`src/rtl/alu_div.sv`:
```
// alu_div: iterative radix-2 restoring divide/remainder unit for RV64M (DIV/DIVU/REM/REMU and W forms).
// Optional macro ALU_DIV_EARLY_OUT_EN lets divide-by-zero and signed overflow skip the iterations.

`ifndef DATA_BITS
`define DATA_BITS 64
`endif
`ifndef ALU_CTRL_BITS
`define ALU_CTRL_BITS 5
`endif

package alu_div_pkg;
  localparam int CW = `ALU_CTRL_BITS;
  typedef logic [CW-1:0] alu_op_t;

  localparam alu_op_t ALU_MUL   = alu_op_t'(2);
  localparam alu_op_t ALU_DIV   = alu_op_t'(16);
  localparam alu_op_t ALU_DIVU  = alu_op_t'(17);
  localparam alu_op_t ALU_REM   = alu_op_t'(18);
  localparam alu_op_t ALU_REMU  = alu_op_t'(19);
  localparam alu_op_t ALU_DIVW  = alu_op_t'(20);
  localparam alu_op_t ALU_DIVUW = alu_op_t'(21);
  localparam alu_op_t ALU_REMW  = alu_op_t'(22);
  localparam alu_op_t ALU_REMUW = alu_op_t'(23);

  typedef struct packed {
    logic div;   // one of the eight divide ops
    logic w;     // 32-bit word form
    logic sgn;   // signed operands
    logic rem;   // return the remainder instead of the quotient
  } div_dec_t;

  function automatic div_dec_t decode(input alu_op_t op);
    div_dec_t d;
    d = '0;
    case (op)
      ALU_DIV:   d = '{1'b1, 1'b0, 1'b1, 1'b0};
      ALU_DIVU:  d = '{1'b1, 1'b0, 1'b0, 1'b0};
      ALU_REM:   d = '{1'b1, 1'b0, 1'b1, 1'b1};
      ALU_REMU:  d = '{1'b1, 1'b0, 1'b0, 1'b1};
      ALU_DIVW:  d = '{1'b1, 1'b1, 1'b1, 1'b0};
      ALU_DIVUW: d = '{1'b1, 1'b1, 1'b0, 1'b0};
      ALU_REMW:  d = '{1'b1, 1'b1, 1'b1, 1'b1};
      ALU_REMUW: d = '{1'b1, 1'b1, 1'b0, 1'b1};
      default:   d = '0;
    endcase
    return d;
  endfunction
endpackage

module alu_div
  import alu_div_pkg::*;
(
  input  logic                      CLK,
  input  logic                      RST_N,
  input  logic                      Start,
  input  logic [`DATA_BITS-1:0]     A,
  input  logic [`DATA_BITS-1:0]     B,
  input  logic [`ALU_CTRL_BITS-1:0] ALUOp,
  output logic                      Busy,
  output logic                      Done,
  output logic [`DATA_BITS-1:0]     Result
);
  localparam int DW = `DATA_BITS;

  typedef enum logic [1:0] {S_IDLE, S_CALC, S_FIX} state_t;

  state_t           state, state_n;
  div_dec_t         dec_q;
  logic             neg_q, neg_r, zero_q, ovf_q;
  logic [DW-1:0]    dvd_q, dvs_q, rem_q, quo_q;
  logic [5:0]       cnt_q;

  // Operand preparation from the raw inputs, used only on an accepted Start.
  div_dec_t         dec_in;
  logic [DW-1:0]    a_ext, b_ext, a_mag, b_mag, quo_init;
  logic             sa, sb, zero_in, ovf_in, bypass, accept;

  always_comb begin
    dec_in = decode(ALUOp);
    if (dec_in.w) begin
      a_ext = dec_in.sgn ? {{32{A[31]}}, A[31:0]} : {32'b0, A[31:0]};
      b_ext = dec_in.sgn ? {{32{B[31]}}, B[31:0]} : {32'b0, B[31:0]};
    end else begin
      a_ext = A;
      b_ext = B;
    end
    sa       = dec_in.sgn & a_ext[DW-1];
    sb       = dec_in.sgn & b_ext[DW-1];
    a_mag    = sa ? -a_ext : a_ext;
    b_mag    = sb ? -b_ext : b_ext;
    // W ops run 32 iterations, so the dividend starts in the upper half.
    quo_init = dec_in.w ? {a_mag[31:0], 32'b0} : a_mag;
    zero_in  = (b_ext == '0);
    ovf_in   = dec_in.sgn && (dec_in.w ? (A[31:0] == 32'h8000_0000 && B[31:0] == 32'hFFFF_FFFF)
                                       : (A == {1'b1, {(DW-1){1'b0}}} && B == '1));
`ifdef ALU_DIV_EARLY_OUT_EN
    bypass   = !dec_in.div || zero_in || ovf_in;
`else
    bypass   = !dec_in.div;
`endif
    accept   = (state == S_IDLE) && Start;
  end

  // One restoring step: shift {rem, quo} left and trial-subtract the divisor.
  logic [DW:0]   part;
  logic          no_borrow;
  logic [DW-1:0] rem_step, quo_step;

  always_comb begin
    part      = {rem_q, quo_q[DW-1]};
    no_borrow = (part >= {1'b0, dvs_q});
    rem_step  = no_borrow ? (part[DW-1:0] - dvs_q) : part[DW-1:0];
    quo_step  = {quo_q[DW-2:0], no_borrow};
  end

  // Fix-up: sign correction, special-case override, select, word extension.
  logic [DW-1:0] q_fix, r_fix, sel, fix_result;

  always_comb begin
    q_fix = neg_q ? -quo_q : quo_q;
    r_fix = neg_r ? -rem_q : rem_q;
    // Special cases are final values and must not pass through the sign correction.
    if (zero_q) begin
      q_fix = '1;
      r_fix = dvd_q;
    end else if (ovf_q) begin
      q_fix = dvd_q;
      r_fix = '0;
    end
    sel        = dec_q.rem ? r_fix : q_fix;
    fix_result = dec_q.w ? {{32{sel[31]}}, sel[31:0]} : sel;
    if (!dec_q.div) fix_result = '0;
  end

  // NOTE: every variable assigned in always_comb gets a value on all paths (default first) so no latch is inferred.
  always_comb begin
    state_n = state;
    case (state)
      S_IDLE:  if (Start) state_n = bypass ? S_FIX : S_CALC;
      S_CALC:  if (cnt_q == '0) state_n = S_FIX;
      S_FIX:   state_n = S_IDLE;
      default: state_n = S_IDLE;
    endcase
  end

  // NOTE: sequential state uses non-blocking assignments so all flops update from pre-edge values.
  always_ff @(posedge CLK or negedge RST_N) begin
    if (!RST_N) state <= S_IDLE;
    else        state <= state_n;
  end

  // NOTE: the datapath registers are plain flops (not a memory), so clearing them on reset is cheap and keeps restart deterministic.
  always_ff @(posedge CLK or negedge RST_N) begin
    if (!RST_N) begin
      dec_q  <= '0;
      neg_q  <= 1'b0;
      neg_r  <= 1'b0;
      zero_q <= 1'b0;
      ovf_q  <= 1'b0;
      dvd_q  <= '0;
      dvs_q  <= '0;
      rem_q  <= '0;
      quo_q  <= '0;
      cnt_q  <= '0;
    end else if (accept) begin
      dec_q  <= dec_in;
      neg_q  <= sa ^ sb;
      neg_r  <= sa;
      zero_q <= zero_in;
      ovf_q  <= ovf_in;
      dvd_q  <= a_ext;
      dvs_q  <= b_mag;
      rem_q  <= '0;
      quo_q  <= quo_init;
      cnt_q  <= dec_in.w ? 6'd31 : 6'd63;
    end else if (state == S_CALC) begin
      rem_q  <= rem_step;
      quo_q  <= quo_step;
      cnt_q  <= cnt_q - 6'd1;
    end
  end

  always_ff @(posedge CLK or negedge RST_N) begin
    if (!RST_N) begin
      Busy   <= 1'b0;
      Done   <= 1'b0;
      Result <= '0;
    end else begin
      Done <= (state == S_FIX);
      if (accept)               Busy <= !bypass;
      else if (state == S_FIX)  Busy <= 1'b0;
      if (state == S_FIX)       Result <= fix_result;
    end
  end
endmodule
```
`config.mk`:
```
export PLATFORM = sky130hd
export DESIGN_NAME = alu_div
export DESIGN_NICKNAME = d
export VERILOG_FILES = /design/src/rtl/alu_div.sv
export SDC_FILE = /design/constraint.sdc
export NUM_CORES = 1
export LEC_CHECK = 0
export BUFFER_PORTS_ARGS = -buffer_cell sky130_fd_sc_hd__buf_4
export CAP_MARGIN = 20
export CORE_AREA = 2 2 175 306
export CTS_BUF_LIST = sky130_fd_sc_hd__clkbuf_8 sky130_fd_sc_hd__clkbuf_16
export DETAILED_ROUTE_END_ITERATION = 8
export DIE_AREA = 0 0 177 308
export GPL_TIMING_DRIVEN = 0
export PLACE_DENSITY = 0.72
export SYNTH_ARGS = -nofsm -noshare
export SYNTH_HDL_FRONTEND = slang
export SYNTH_SLANG_ARGS = --single-unit
```
`constraint.sdc`:
```
create_clock -name CLK -period 3.65 [get_ports CLK]
set_clock_uncertainty 0.05 [all_clocks]
set_input_delay 0 -clock CLK [delete_from_list [all_inputs] [get_ports CLK]]
set_output_delay 0 -clock CLK [all_outputs]
set_load 0.005 [all_outputs]
```
# --- Word-level counts from Yosys, hierarchy flattened ---
# Memory sizes are Yosys's and may differ from the RTL's.
# Cells that the tools add are included.
op_classes:
  n_addsub: 6
  eq_ne: 8
  n_reduce_logical: 10
  n_bitwise: 3
  mux: 31
  n_lt_le_gt_ge: 1
ops:
  columns: ["cell", "n"]
  rows:
  - ["64-bit 2-to-1 mux", 21]
  - ["64-bit negator", 4]
  - ["64-bit equality test, second input constant", 2]
  - ["65-bit by 64-bit greater-or-equal comparator with 1-bit output", 1]
  - ["32-bit equality test, second input constant", 2]
  - ["64-bit zero test", 1]
  - ["64-bit subtractor", 1]
  - ["6-bit 2-to-1 mux", 3]
  - ["6-bit zero test", 1]
  - ["2-bit 2-to-1 mux", 3]
  - ["6-bit by 1-bit subtractor with 6-bit output, second input constant", 1]
  - ["1-bit logical AND", 4]
  - ["2-bit inequality test, second input constant", 2]
  - ["2-bit case mux with 2 select lines", 1]
  - ["2-bit nonzero test", 2]
  - ["1-bit 2-to-1 mux", 3]
  - ["1-bit bitwise AND", 2]
  - ["2-bit by 1-bit equality test with 1-bit output, second input constant", 1]
  - ["2-bit equality test, second input constant", 1]
  - ["2-bit zero test", 1]
  - ["2-bit AND reduction", 1]
  - ["1-bit bitwise XOR", 1]
totals:
  romBits: 128
  memories: 1
  in_bits: 136
  wordCells: 76
  register_bits: 337
  out_inout_bits: 66
mem_list:
  columns: ["memory", "words", "word_bits", "rd", "rd_clocked_by_memory_dff", "wr", "line", "source"]
  rows:
  - ["(name not given)", 32, 4, 1, 0, 0, "35", "case (op)"]

# --- Longest topological paths before layout ---
depth:
  depth_word: 7
  mapped_depth: 16
  mapped_depth_nobuf: 15

# --- Least setup slack after synthesis ---
# No wires, ideal clock.
synth_timing:
  kind: "register -> register"
  from: "register rem_q[9]"
  to: "register quo_q[0]"
  setup_ps: 132
  path_buffers: 3
  synth_period_minus_slack_ps: 3509
  slack_ps: 141
  path_stages_with_launch: 15
  t_required_ps: 3468
  t_arrival_ps: 3326
  cell_sequence: "dfrtp_1 ha_1 clkbuf_1 a21oi_1 o21a_1 or3b_1 o211ai_1 o21ai_0 a2111o_1 a31oi_2 o21ai_1 buf_2 buf_2 a221oi_1 a21oi_1"
synth_via:
  elab_chain_len: 3
synth_rtl:
  columns: ["element", "line", "source"]
  rows:
  - ["start: declaration", "70", "logic [DW-1:0] dvd_q, dvs_q, rem_q, quo_q;"]
  - ["start signal: assignment", "177", "rem_q <= rem_step;"]
  - ["65-bit by 64-bit greater-or-equal comparator with 1-bit output", "111", "no_borrow = (part >= {1'b0, dvs_q});"]
  - ["64-bit 2-to-1 mux", "176", "end else if (state == S_CALC) begin"]
  - ["64-bit 2-to-1 mux", "165", "end else if (accept) begin"]
  - ["end signal: assignment", "174", "quo_q <= quo_init;"]
  - ["end signal: assignment", "178", "quo_q <= quo_step;"]
  - ["end: declaration", "70", null]
# Every way passes these cells. The select of a mux whose other input is x is not followed.
# A chain may end at the register's enable or synchronous reset.

# --- Final worst setup path ---
layout_timing:
  from: "register rem_q[9]"
  to: "register Result[45]"
layout_via:
  elab_chain_len: 7
layout_rtl:
  columns: ["element", "line", "source"]
  rows:
  - ["64-bit negator", "121", "r_fix = neg_r ? -rem_q : rem_q;"]
  - ["64-bit 2-to-1 mux", "121", null]
  - ["64-bit 2-to-1 mux", "126", "end else if (ovf_q) begin"]
  - ["64-bit 2-to-1 mux", "123", "if (zero_q) begin"]
  - ["64-bit 2-to-1 mux", "130", "sel = dec_q.rem ? r_fix : q_fix;"]
  - ["64-bit 2-to-1 mux", "131", "fix_result = dec_q.w ? {{32{sel[31]}}, sel[31:0]} : sel;"]
  - ["64-bit 2-to-1 mux", "132", "if (!dec_q.div) fix_result = '0;"]
  - ["end signal: assignment", "192", "if (state == S_FIX) Result <= fix_result;"]
  - ["end: declaration", "61", "output logic [`DATA_BITS-1:0] Result"]
# Every way passes these cells.

==> results.toml <==
[routing]
drt-pass1-iter-count = 6
drc = 0
postRouteAntennaNets = 0
num_vias = 29200
wl_per_cell_um = 27.5
totalWireLength_um = 123000
drtIter0Drc = 2973
vias_per_cell = 6.51

[timing]
hold_viol_final = 0
final-max-slew-violation-count = 0
tns_ps = -723
relSlewSlack = 0.164
grt_setup_unrepaired = "yes"
setup_slack_ps = -132
setup-violations-final = 16
period_needed_ps = 3780
worstMarginPinSlew_ps = 1250
max_freq_ghz = 0.264
min_period_over_period = 1.04

[worst_setup_path]
worstSetupStartpointType = "flop"
path_class = "flop to flop"
arrival_ps = 4170
end_kind = "flop"
required_ps = 4040
cp_max_fo = 4

[min_path]
hold_class = "primary input to flop"

[final_layout]
layout_commonest_cell = "nand2_1"
final_cell_mix = "nand2_1, o21ai_0, dfrtp_1, a21oi_1, buf_4"
n_fill_cell = 4816
seqCellArea_mm2 = 0.00846
layout.nets = 3984
multi_input_area_mm2 = 0.0170
areaGrowthSynthToFinish_pct = 25.6
drive_above_1_share = 0.145

[power_and_ir_drop]
p_leak_nw = 13.1
power_frac_seq = 0.292
clock_power_share = 0.188
irDropWorstVdd_mv = 0.322
total_power_mw = 19.5
switching_power_mw = 8.78
p_per_area_mw_per_mm2 = 601
p_int_mw = 10.7
p_sw_frac = 0.450
combPwrFrac = 0.520

[synth]
async_reset_ff_frac = 1.00
synthDistinctLibCells = 88
synth_ff_type = "dfrtp_1"
yosys_warnings = 0
ys_seq_elements = 337
avgSynthCellArea_um2 = 7.71
syn_nets = 3559
synth_area_mm2 = 0.0258
synthCells = 3351
seq_area_frac_synth = 0.326
synth-edff-count = 0

[status]
outcome = "finished with violations"
violations = "negative setup slack"

[global_route]
grt_pass1_vias = 29100
antenna_found_initial = 7
track_usage = 0.443
overflow = 0
grt_max_degree = 109
grt_pass1_wl_um = 178000

[floorplan]
rows = 111
dieArea_mm2 = 0.0545
die_y_um = 308
coreArea_mm2 = 0.0521
pin_count = 202
fp.dieW_um = 177
initial_core_util = 0.496

[placement]
port_buffers = 201
hpwl_um = 93300
place.gp.congestion = 1.06

[clocking]
cts_tree = "yes"
clk_pin_slew_ps = 70
cts.sinks = 337
numCtsBuffers = 34
cts_buffer_depth = 3
clock-root-buffer = "clkbuf_16"
clock_latency_ps = 560
cts-htree-levels = 2

[job]
timing.max_cap.violations = 0
final timing paths:
kind / cells past startpoint / from / slack (ps) / to
max in group asynchronous: 5 / RST_N / 1920 / rem_q[48]$_DFFE_PN0P_
max: 13 / rem_q[9]$_DFFE_PN0P_ / -130 / Result[45]$_DFFE_PN0P_
max reg2reg: 13 / rem_q[9]$_DFFE_PN0P_ / -130 / Result[45]$_DFFE_PN0P_
min in group asynchronous: 4 / RST_N / 480 / rem_q[6]$_DFFE_PN0P_
min: 4 / A[27] / 10 / quo_q[27]$_DFFE_PN0P_
min reg2reg: 2 / Result[56]$_DFFE_PN0P_ / 420 / Result[56]$_DFFE_PN0P_
power by group through the flow:
stage                     clock network (mW)  logic [mW]  registers, mW
after CTS                               3.61        9.07           5.56
after floorplan                            0        6.01           5.19
after global routing                    3.76        10.8           5.75
final                                   3.66        10.1           5.69
after global placement                     0        8.28           5.60
after detailed placement                   0        8.39           5.63
routing by layer:
layer	global-route usage	vias to the layer above	routed length [um]
met5	0	-	32
met4	0.433	6	14200
met3	0.101	695	10500
met2	0.733	1851	58100
met1	0.452	13800	40100
li1	-	12800	-
cells by family (layout without fill, tap and decap cells):
group	after synthesis	in the layout	synth area share
and+or+nand+nor	1132	1132	0.202
AOI/OAI and AO/OA	1123	1123	0.266
DFF	337	337	0.326
buffers and inverters	337	785	0.0494
xor gates and xnor gates	293	293	0.0994
adders and majority gates	72	72	0.0352
muxes	57	57	0.0224
other	0	3	0
Yosys cell counts, drive strengths merged (14+ instances only):
cell type	count	share of area
nand4	48	0.012
a22o	21	0.0071
clkbuf	207	0.030
a211oi	19	0.0055
a21o	42	0.012
o31ai	58	0.018
o211a	23	0.0089
xnor2	148	0.050
nor4	29	0.0075
ha	71	0.034
buf	22	0.0036
or3	46	0.012
or2	14	0.0034
a22oi	17	0.0049
o21bai	15	0.0044
a31oi	25	0.0063
nand2	534	0.078
a221oi	30	0.010
nor2	238	0.035
nand3	46	0.0091
o41ai	25	0.0096
mux2i	51	0.020
and3	23	0.0056
nor2b	14	0.0034
dfrtp	337	0.33
o211ai	15	0.0044
a21oi	288	0.056
nand2b	22	0.0053
inv	107	0.016
xor2	145	0.049
nor3	55	0.011
o21ai	446	0.086
o22ai	30	0.0073
or4	30	0.0093
what timing repair did:
item                                    4_1_cts  5_1_grt
endpoints found under the setup margin      238      148
hold buffers                                154        0
pin swaps                                    18       25
buffers inserted                             27       22
endpoints found under the hold margin       401        0
gates cloned                                  0        1
gates resized for setup                     109      183
area by class of cell:
| cell class | count | share of cell area |
|---|---|---|
| tap | 678 | 0.0262 |
| clock inverter | 18 | 0.00386 |
| clock buffer | 41 | 0.0302 |
| antenna | 3 | 0.000231 |
| multi-input combinational | 2677 | 0.526 |
| sequential | 337 | 0.261 |
| timing repair buffer | 416 | 0.113 |
| buffer | 202 | 0.0276 |
| inverter | 108 | 0.0125 |
stage by stage:
step / hold WS (ps) / cells / area [um2] / worst slack, ps / util
after floorplan: -346 / 3351 / 25800 / 141 / -
after global placement: 177 / 4230 / 28200 / -1950 / 0.541
after detailed placement: -170 / 4237 / 28300 / -1390 / 0.544
after CTS: 31.3 / 4468 / 31600 / 1.84 / 0.607
after global routing: 6.38 / 4478 / 32400 / -132 / 0.623
final: 10.5 / 4480 / 32400 / -132 / 0.623
state kept, by name, summed over array words and instances, names as in the netlist:
register	cells
ovf_q	1
state	2
dvd_q	64
rem_q	64
Result	64
quo_q	64
dvs_q	64
neg_q	1
Done	1
zero_q	1
neg_r	1
Busy	1
dec_q	3
cnt_q	6
critical path, stage by stage, from the launching register on:
cell and delay, ps:
dfrtp_2 460, buf_4 170, nor4_4 330, nand4b_1 340, buf_4 290, nor4_4 390, nand3_1 150, or3_1 360
o31a_1 280, xnor2_2 220, nor3_1 90, o22ai_2 260, a21oi_2 110, a21o_1 160
No activity file was read; power rests on OpenSTA's default activity.
